### config.mk
export PLATFORM = sky130hd
export DESIGN_NAME = ex_muldiv_ctrl
export DESIGN_NICKNAME = d
export VERILOG_FILES = /design/src/rtl/ex_muldiv_ctrl.sv
export SDC_FILE = /design/constraint.sdc
export NUM_CORES = 1
export LEC_CHECK = 0
export ABC_AREA = 1
export ABC_CLOCK_PERIOD_IN_PS = 5500
export CAP_MARGIN = 20
export CORE_ASPECT_RATIO = 0.9
export CORE_MARGIN = 2
export CORE_UTILIZATION = 51
export CTS_CLUSTER_DIAMETER = 200
export DETAILED_ROUTE_END_ITERATION = 10
export PLACE_DENSITY = 0.71
export SYNTH_ARGS = -nofsm -noshare
export SYNTH_HDL_FRONTEND = slang
export SYNTH_SLANG_ARGS = --single-unit
### constraint.sdc
create_clock -name clk -period 5.5 [get_ports clk]
set_input_delay 1.1 -clock clk [delete_from_list [all_inputs] [get_ports clk]]
set_output_delay 1.1 -clock clk [all_outputs]
set_load 0.01 [all_outputs]
### src/rtl/ex_muldiv_ctrl.sv
// Iterative MIPS multiply/divide sequencer owning HI/LO; one datapath bit per cycle.
// Define MULDIV_EARLY_TERM_EN to end multiplies once the remaining multiplier is zero.
module ex_muldiv_ctrl #(
   parameter int WIDTH = 32
) (
   input  logic             clk,
   input  logic             reset,
   input  logic             valid,
   input  logic [5:0]       funct,
   input  logic [WIDTH-1:0] rs,
   input  logic [WIDTH-1:0] rt,
   input  logic             flush,
   output logic             stall,
   output logic             busy,
   output logic             done,
   output logic             div_by_zero,
   output logic [WIDTH-1:0] hi,
   output logic [WIDTH-1:0] lo,
   output logic [WIDTH-1:0] result
);
   localparam int CW = $clog2(WIDTH);
   localparam logic [5:0] F_MULT  = 6'b011000;
   localparam logic [5:0] F_MULTU = 6'b011001;
   localparam logic [5:0] F_DIV   = 6'b011010;
   localparam logic [5:0] F_DIVU  = 6'b011011;
   localparam logic [5:0] F_MFHI  = 6'b010000;
   localparam logic [5:0] F_MTHI  = 6'b010001;
   localparam logic [5:0] F_MFLO  = 6'b010010;
   localparam logic [5:0] F_MTLO  = 6'b010011;

   typedef enum logic [2:0] {IDLE, MUL, DIV, FIX, DONE} state_t;
   state_t state, state_nx;

   logic [CW-1:0]      cnt;
   logic [2*WIDTH-1:0] acc;
   logic [2*WIDTH-1:0] mcand;
   logic [WIDTH-1:0]   opb;
   logic [WIDTH-1:0]   hi_r, lo_r;
   logic               op_div, q_neg, r_neg, dbz_r;

   function automatic logic [WIDTH-1:0] mag(input logic signed [WIDTH-1:0] v, input logic sgn);
      return (sgn && v < 0) ? WIDTH'(-v) : WIDTH'(v);
   endfunction

   function automatic logic [WIDTH-1:0] fix_w(input logic [WIDTH-1:0] v, input logic neg);
      return neg ? -v : v;
   endfunction

   function automatic logic [2*WIDTH-1:0] fix_2w(input logic [2*WIDTH-1:0] v, input logic neg);
      return neg ? -v : v;
   endfunction

   logic is_mul, is_div, is_op, is_class, is_signed, rt_zero, accept;
   logic mul_last, div_last;
   logic signed [WIDTH-1:0] rs_s, rt_s;
   logic [WIDTH:0] rem_sh, diff;

   assign rs_s      = rs;
   assign rt_s      = rt;
   assign is_mul    = (funct == F_MULT) || (funct == F_MULTU);
   assign is_div    = (funct == F_DIV) || (funct == F_DIVU);
   assign is_op     = is_mul || is_div;
   assign is_class  = is_op || (funct == F_MFHI) || (funct == F_MTHI) ||
                      (funct == F_MFLO) || (funct == F_MTLO);
   assign is_signed = (funct == F_MULT) || (funct == F_DIV);
   assign rt_zero   = (rt == '0);

   assign busy        = (state == MUL) || (state == DIV) || (state == FIX);
   assign done        = (state == DONE);
   assign div_by_zero = (state == DONE) && dbz_r;
   assign stall       = valid && busy && is_class;
   assign accept      = valid && !busy && is_op;
   assign hi          = hi_r;
   assign lo          = lo_r;

   // Restoring divide: the remainder gets one extra bit so the trial subtract never overflows
   assign rem_sh   = acc[2*WIDTH-1:WIDTH-1];
   assign diff     = rem_sh - {1'b0, opb};
   assign div_last = (cnt == CW'(WIDTH - 1));
`ifdef MULDIV_EARLY_TERM_EN
   assign mul_last = (cnt == CW'(WIDTH - 1)) || (opb[WIDTH-1:1] == '0);
`else
   assign mul_last = (cnt == CW'(WIDTH - 1));
`endif

   always_ff @(posedge clk or negedge reset) begin
      if (!reset) state <= IDLE;
      else        state <= state_nx;
   end

   always_comb begin
      state_nx = state;
      case (state)
         IDLE, DONE: begin
            if (!accept)                 state_nx = IDLE;
            else if (is_div && rt_zero)  state_nx = DONE;
            else if (is_div)             state_nx = DIV;
            else                         state_nx = MUL;
         end
         MUL:     if (flush) state_nx = IDLE; else if (mul_last) state_nx = FIX;
         DIV:     if (flush) state_nx = IDLE; else if (div_last) state_nx = FIX;
         FIX:     state_nx = flush ? IDLE : DONE;
         default: state_nx = IDLE;
      endcase
   end

   always_comb begin
      result = '0;
      if (valid && !busy) begin
         if (funct == F_MFHI)      result = hi_r;
         else if (funct == F_MFLO) result = lo_r;
      end
   end

   always_ff @(posedge clk or negedge reset) begin
      if (!reset) begin
         cnt    <= '0;
         acc    <= '0;
         mcand  <= '0;
         opb    <= '0;
         op_div <= 1'b0;
         q_neg  <= 1'b0;
         r_neg  <= 1'b0;
         dbz_r  <= 1'b0;
         hi_r   <= '0;
         lo_r   <= '0;
      end else begin
         if (accept) begin
            cnt    <= '0;
            op_div <= is_div;
            dbz_r  <= is_div && rt_zero;
            q_neg  <= is_signed && (rs[WIDTH-1] ^ rt[WIDTH-1]);
            r_neg  <= is_signed && rs[WIDTH-1];
            opb    <= mag(rt_s, is_signed);
            if (is_div) begin
               acc   <= {{WIDTH{1'b0}}, mag(rs_s, is_signed)};
               mcand <= '0;
            end else begin
               acc   <= '0;
               mcand <= {{WIDTH{1'b0}}, mag(rs_s, is_signed)};
            end
         end else if (state == MUL) begin
            if (opb[0]) acc <= acc + mcand;
            mcand <= mcand << 1;
            opb   <= opb >> 1;
            cnt   <= cnt + CW'(1);
         end else if (state == DIV) begin
            if (diff[WIDTH]) acc <= {acc[2*WIDTH-2:0], 1'b0};
            else             acc <= {diff[WIDTH-1:0], acc[WIDTH-2:0], 1'b1};
            cnt <= cnt + CW'(1);
         end

         // HI/LO: results land on the FIX edge; moves only happen while not busy
         if (state == FIX && !flush) begin
            if (op_div) begin
               lo_r <= fix_w(acc[WIDTH-1:0], q_neg);
               hi_r <= fix_w(acc[2*WIDTH-1:WIDTH], r_neg);
            end else begin
               {hi_r, lo_r} <= fix_2w(acc, q_neg);
            end
         end else if (valid && !busy && funct == F_MTHI) begin
            hi_r <= rs;
         end else if (valid && !busy && funct == F_MTLO) begin
            lo_r <= rs;
         end
      end
   end
endmodule

Word level (Yosys, flattened, before mapping)
Index checks and enable logic that the tools add are counted.

word-level totals
  register bits = 236
  output and inout bits = 100
  bits of input ports = 74
  logic and storage cells = 109

cells by class
  bitwise logic cells = 1
  muxes and demuxes = 36
  $add $sub $neg = 8
  eq/ne operators = 16
  order comparisons = 2
  reductions and logical operators = 35

operators with widths
  cell                                                    count
  2-to-1 mux 32 bit                                       18
  2-to-1 mux 64 bit                                       8
  negation 32 bit                                         4
  adder 64 bit                                            1
  < comparator 32 x 1 -> 1 bit (second input constant)    2
  negation 64 bit                                         1
  equality test 6 x 5 -> 1 bit (second input constant)    8
  subtractor 33 x 32 -> 33 bit                            1
  logical NOT 32 bit                                      1
  2-to-1 mux 3 bit                                        5
  2-to-1 mux 5 bit                                        3
  logical AND 1 bit                                       13
  logical OR 1 bit                                        10
  case mux 3 bit (3 select lines)                         1
  equality test 3 x 2 -> 1 bit (second input constant)    2
  nonzero test 2 bit                                      3
  adder 5 x 1 -> 5 bit (second input constant)            1
  equality test 5 bit (second input constant)             1
  AND reduction 2 bit                                     2
  OR reduction 2 bit                                      2
  equality test 3 x 1 -> 1 bit (second input constant)    1
  equality test 3 bit (second input constant)             1
  logical NOT 3 bit                                       1
  inequality test 3 x 1 -> 1 bit (second input constant)  1
  6 further kinds                                         7

Logic depth before layout (Yosys ltp)
Gate-level depths: netlist (run 1).

  depth after elaboration = 9
  depth in mapped cells = 20
  gate-level depth less buffers = 19

Worst setup path after synthesis (run 1)
Ideal clock, no wire load.

  kind = input -> output
  from = input funct[4]
  to = output result[10]
  buffers on the path = 1
  data required time = 4.400 ns
  setup slack = 2.100 ns
  stages on the path = 7
  arrival time = 2.300 ns
  cells stage by stage = inv_1 nor2_1 nand2_1 nor3_1 clkbuf_1 nand2_1 a21oi_1

between the ends
  longest elaborated chain between the ends = 4
  elaborated cells between the ends (all ways) = 5
  classes of those cells = eq/ne: 2; mux: 3

RTL lines
  item                          line  source
  from (decl)                   9     input logic [5:0] funct,
  equality test 6 x 5 -> 1 bit  111   else if (funct == F_MFLO) result = lo_r;
  2-to-1 mux 32 bit             111
  2-to-1 mux 32 bit (*)         110   if (funct == F_MFHI) result = hi_r;
  2-to-1 mux 32 bit (*)         109   if (valid && !busy) begin
  to (decl)                     19    output logic [WIDTH-1:0] result

Every way passes the cells marked *; elsewhere a longest branch is shown, timed or not.

Worst setup path after layout (run 1)
  from = input funct[0]
  to = output result[4]

Same word-level chain as after synthesis.

==> impl_metrics.tcl, run 1 <==
set metrics [dict create \
    hp-class "reg2reg" \
    worst_slew_pin_slew_ns 1.05 \
    worstPathCellList "clkdlybuf4s50_1, inv_1, nand2_1, nor3_2, buf_4, nand2_1, a21oi_1, clkdlybuf4s50_1" \
    grt_setup_unrepaired "false" \
    slew_violations 0 \
    power_density_nw_per_um2 568 \
    antenna_found_initial 1 \
    setup_ws_ns 1.23 \
    path_clk_slew_ns 0.07 \
    avgViaCountPerCell 5.65 \
    nNetsFinal 4525 \
    yosysTopAreaCellShare 0.243 \
    place.gp.congestion 1.06 \
    ys_types 49 \
    post_cts_buffers 0 \
    setup_tns_ns 0 \
    syn_area_um2 24300 \
    drive_gt1_frac 0.0277 \
    yosysTopAreaCell "dfrtp_1" \
    cts_buffers 29 \
    synth_cells 4233 \
    min_period_ns 4.27 \
    status "finished, final reports clean" \
    clock-root-buffer "clkbuf_16" \
    antenna_left 0 \
    cellLeakagePower_uw 0.0147 \
    critical_path_arrival_ns 3.17 \
    place_ws_ns 1.21 \
    grt_pass1_vias 25529 \
    cts_max_level 1 \
    setup_violations 0 \
    ys_ff_latch 236 \
    dp.cells 4932 \
    synthFlopType "dfrtp_1" \
    syn_nets 4410 \
    grt_usage 0.400 \
    route.detailed.drc 0 \
    cts_sinks 236 \
    drv_cap 0 \
    core.rowCount 75 \
    instances_no_fill 4982 \
    syn_to_final_growth_pct 13.1 \
    hold_buffers 0 \
    die_w_um 234 \
    port_buffers 173 \
    grt_max_degree 114 \
    synthArstFlopShare 1.00 \
    max_freq_mhz 234 \
    num_vias 28125 \
    cpMaxStageDelayCell "clkdlybuf4s50_1" \
    cts_tree "built" \
    grt-ovfl-total 0 \
    die_area_um2 49400 \
    antennaDiodeCount 0 \
    chipHeight_um 211 \
    skew_ns 0.0159 \
    io_pins 174 \
    postRouteWirelength_um 99400 \
    synth_commonest_cells "nand2_1 (1517), inv_1 (712), nand3_1 (354)" \
    avgSynthCellArea_um2 5.74 \
    end_kind "output pin" \
    synthTopCellsByArea "dfrtp_1 (24%), nand2_1 (23%), inv_1 (11%), nand3_1 (7.3%), nor2_1 (5.3%)" \
    avgRoutedWirePerCell_um 19.9 \
    start_util 0.519 \
    slowest_delay_ns 0.57 \
    finalHoldViolations 0 \
    cp.buffers_inverters 4 \
    relSlewSlack 0.300 \
    insertion_delay_ns 0.60 \
    grt_pass1_wl_um 151000 \
    dr.pass1.iters 7 \
    start_kind "primary input" \
    cts_resized 0 \
    drt-initial-drc-count 3499 \
    yosys_warnings 0 \
    ir_worst_vdd_mv 0.323 \
    synth_edf_count 0 \
    path_max_fanout 33 \
    crit_required_ns 4.40 \
    core_area_um2 46800 \
    dp_hpwl_um 79700 \
    power_uw 15600 \
    critPathKind "in2out" \
    synth_seq_area_share 0.243 \
    finalCritPeriodShare 0.776 \
    clock_path_buffers 3 \
    yosysMostFrequentCell "nand2_1" \
    cp_top_family "buffers and inverters" \
]
[path summary, 6_finish.rpt]
path,from,endpoint,slack (ns),depth (start not counted)
setup / recovery,funct[0],result[4],1.23,8
hold / removal,dbz_r,dbz_r,0.50,2
setup reg to reg,acc[31],acc[57],1.78,20
hold reg to reg,dbz_r,dbz_r,0.50,2
max in group asynchronous,reset,acc[22],3.79,2
min in group asynchronous,reset,dbz_r,0.53,1
[sequential cells by signal (all words and copies together) (netlist names)]
register and cells:
r_neg 1, op_div 1, acc 64, mcand 64, dbz_r 1, cnt 5
opb 32, lo 32, state 3, hi 32, q_neg 1
[report_power, final]
| group | total [uW] | internal (uW) | switching [uW] |
|---|---|---|---|
| sequential | 3370 | 2380 | 989 |
| combinational | 10400 | 3340 | 7040 |
| clock | 1850 | 1020 | 825 |
| total | 15600 | 6740 | 8850 |
[stage by stage]
stage / instance area, um2 / util / hold WS, ns
floorplan: 24300 / - / 0.443
global placement: 26600 / 0.567 / 0.465
detailed placement: 26600 / 0.567 / 0.469
CTS: 27400 / 0.586 / 0.484
global route: 27500 / 0.586 / 0.530
finish: 27500 / 0.586 / 0.495
[final cells by class]
type                       instances  area, um2
fill                            4809      19400
multi-input combinational       3149      15200
sequential                       236       5910
inverter                         726       2730
timing repair buffer             206       2020
clock buffer                      39        803
tap                              616        771
clock inverter                    10       76.3
[cell families after synthesis]
family,count (synthesis),share of synthesized area
simple gates,2362,0.399
buf+inv,848,0.134
compound gates,596,0.139
flops,236,0.243
fa+ha+maj,103,0.0537
xor+xnor,88,0.0317
[worst min-delay path, cell delays in order, from the launching register on]
cell and delay (ns):
dfrtp_1 0.35, nand2_1 0.06, nand2_1 0.06
[per-layer routing]
metal / part of all wire / wire length, um / track usage / vias up
met5: 0 / 0 / 0 / -
li1: - / - / - / 13568
met1: 0.41 / 40500 / 0.530 / 12705
met3: 0.099 / 9810 / 0.0730 / 330
met2: 0.44 / 43400 / 0.629 / 1522
met4: 0.057 / 5680 / 0.193 / 0
[cells in the final DEF, fill, tap and decap left out, types with 48 or more instances in the layout]
cell,n
a21oi_1,215
clkdlybuf4s50_1,172
dfrtp_1,236
ha_1,101
inv_1,712
nand2_1,1517
nand3_1,354
nor2_1,344
nor3_1,48
o21ai_0,212
xor2_1,72
Note: power is estimated with default switching activity, not from simulation.
==> inputs of run 2 (changes only) <==
- ABC_CLOCK_PERIOD_IN_PS: 5500 -> 4300
- clock period: 5.5 -> 4.3 ns (I/O delays scaled with it)
==> run 2 against run 1 <==
Wire length up 0.70%. Global-route usage up 0.29 points. First-iteration DRC count down 8.5%. Power up 28%. Die area unchanged. Clock skew up 0.017 ns.
==> impl_metrics.tcl, run 2 (same netlist as run 1, synthesis figures left out) <==
set metrics [dict create \
    status "finished, final reports clean" \
    grt_pass1_wl_um 151000 \
    clock_path_buffers 3 \
    dp_hpwl_um 80400 \
    die_w_um 234 \
    p_int_uw 8740 \
    antenna_left 0 \
    place_ws_ns 0.504 \
    die_area_um2 49400 \
    mostFrequentLayoutCells "nand2_1 (1517), inv_1 (712), nand3_1 (354)" \
    core.rowCount 75 \
    start_kind "primary input" \
    end_kind "output pin" \
    insertion_delay_ns 0.60 \
    cts_tree "built" \
    route.detailed.drc 0 \
    reg_top3 "acc: 64 flops, mcand: 64 flops" \
    r2r-start "acc[0]" \
    worst_slew_pin_slew_ns 1.16 \
    chipHeight_um 211 \
    avgRoutedWirePerCell_um 20.1 \
    start_util 0.519 \
    hold_buffers 0 \
    timing.rr.end "hi[23]" \
    cts_sinks 236 \
    pwr-share-clk 0.122 \
    setup_violations 0 \
    core_area_um2 46800 \
    final_common_cell "nand2_1" \
    slew_violations 0 \
    power_density_nw_per_um2 726 \
    cp.buffers_inverters 4 \
    critPathKind "in2out" \
    drive_gt1_frac 0.0284 \
    port_buffers 173 \
    num_vias 28032 \
    clock-root-buffer "clkbuf_16" \
    relSlewSlack 0.229 \
    path_clk_slew_ns 0.06 \
    grt_pass1_vias 25369 \
    ir_worst_vdd_mv 0.483 \
    placed_area_um2 26600 \
    slowest_delay_ns 0.55 \
    max_freq_mhz 262 \
    cts_max_level 1 \
    grt_setup_unrepaired "false" \
    final.fill_count 4873 \
    seqPwrFrac 0.225 \
    grt-ovfl-total 0 \
    dr.pass1.iters 6 \
    ff2ff_setup_slack_ns 0.90 \
    hp-class "in2async" \
    drt-initial-drc-count 3203 \
    skew_ns 0.0333 \
    cpMaxStageDelayCell "clkdlybuf4s50_1" \
    avgViaCountPerCell 5.62 \
    finalHoldViolations 0 \
    grt_max_degree 118 \
    setup_ws_ns 0.483 \
    min_period_ns 3.82 \
    antenna_found_initial 4 \
    swShare 0.563 \
    cellLeakagePower_uw 0.0147 \
    worstPathCellList "clkdlybuf4s50_1, inv_1, nand2_1, nor3_2, buf_4, nand2_1, a21oi_1, clkdlybuf4s50_1" \
    io_pins 174 \
    grt_usage 0.403 \
    power_frac_comb 0.653 \
    drv_cap 0 \
    syn_to_final_growth_pct 13.4 \
    post_cts_buffers 0 \
    reg2reg_depth 14 \
    cts_resized 0 \
    place.gp.congestion 1.06 \
    cts_buffers 28 \
    stdcell_area_um2 27500 \
    p_switching_uw 11300 \
    postRouteWirelength_um 100000 \
    crit_required_ns 3.44 \
    path_max_fanout 33 \
    setup_tns_ns 0 \
    nNetsFinal 4527 \
    cp_top_family "buffers and inverters" \
    finalCritPeriodShare 0.888 \
    critical_path_arrival_ns 2.96 \
]
## run 2: changes by cell type in the layout (fill, tap and decap cells not counted), moves of 2 or more
cell and change:
clkbuf_8 +6, buf_12 +3, clkinv_2 -3, clkbuf_1 -2, clkinvlp_4 -2
## run 2: worst max path at each step
stage	from	endpoint	slack, ns	cells past startpoint
after floorplan	funct[4]	result[10]	1.38	7
after global placement	funct[0]	result[10]	0.55	8
after detailed placement	funct[4]	result[3]	0.50	9
after CTS	funct[0]	result[29]	0.50	8
after global routing	funct[0]	result[23]	0.31	8
final	funct[0]	result[31]	0.48	8
## run 2: worst reg2reg max path, cell delays in order, from the launching register on
cell     delay, ns
dfrtp_1       0.38
inv_1         0.19
nand3_1       0.16
nor2_1        0.29
nand2_1       0.21
nor2_1        0.47
nand2_1       0.20
nor2_1        0.57
nand2_1       0.11
nand2_1       0.12
nand3_1       0.09
nand2_1       0.09
nand2_1       0.05
nand3_1       0.26
nand2_1       0.10
## run 2: area by class of cell
type | count | area (um2) | area share
well taps | 616 | 771 | 0.0280
clock buffers | 42 | 853 | 0.0310
clock inverters | 5 | 63.8 | 0.00232
flip-flops and latches | 236 | 5910 | 0.214
inverters | 726 | 2730 | 0.0991
multi-input cells | 3149 | 15200 | 0.550
repair buffers | 209 | 2060 | 0.0747
diodes | 1 | 2.50 | 0.0000909
## run 2: stage by stage
stage          hold slack (ns)  std cells  total power [uW]   util
5_1_grt                  0.468       4983             21600  0.588
3_5_place_dp             0.466       4936             17200  0.569
3_3_place_gp             0.470       4936             17100  0.569
4_1_cts                  0.427       4983             19700  0.588
2_1_floorplan            0.443       4233             12700      -
6_report                 0.350       4984             20000  0.588
## run 2: power groups by stage
| stage | clock network [uW] | registers (uW) | logic, uW |
|---|---|---|---|
| 2_1_floorplan | 0 | 3810 | 8840 |
| 3_3_place_gp | 0 | 4460 | 12700 |
| 3_5_place_dp | 0 | 4460 | 12700 |
| 4_1_cts | 2440 | 4420 | 12800 |
| 5_1_grt | 2520 | 4540 | 14500 |
| 6_report | 2430 | 4500 | 13100 |
## run 2: per-layer routing
metal  routed length, um  GRT usage  vias to the layer above  part of all wire
li1                    -          -                    13591                 -
met1               41200      0.539                    12750              0.41
met2               43200      0.625                     1376              0.43
met3                9430     0.0660                      313             0.094
met4                6170      0.211                        2             0.062
met5                  11          0                        -           0.00011
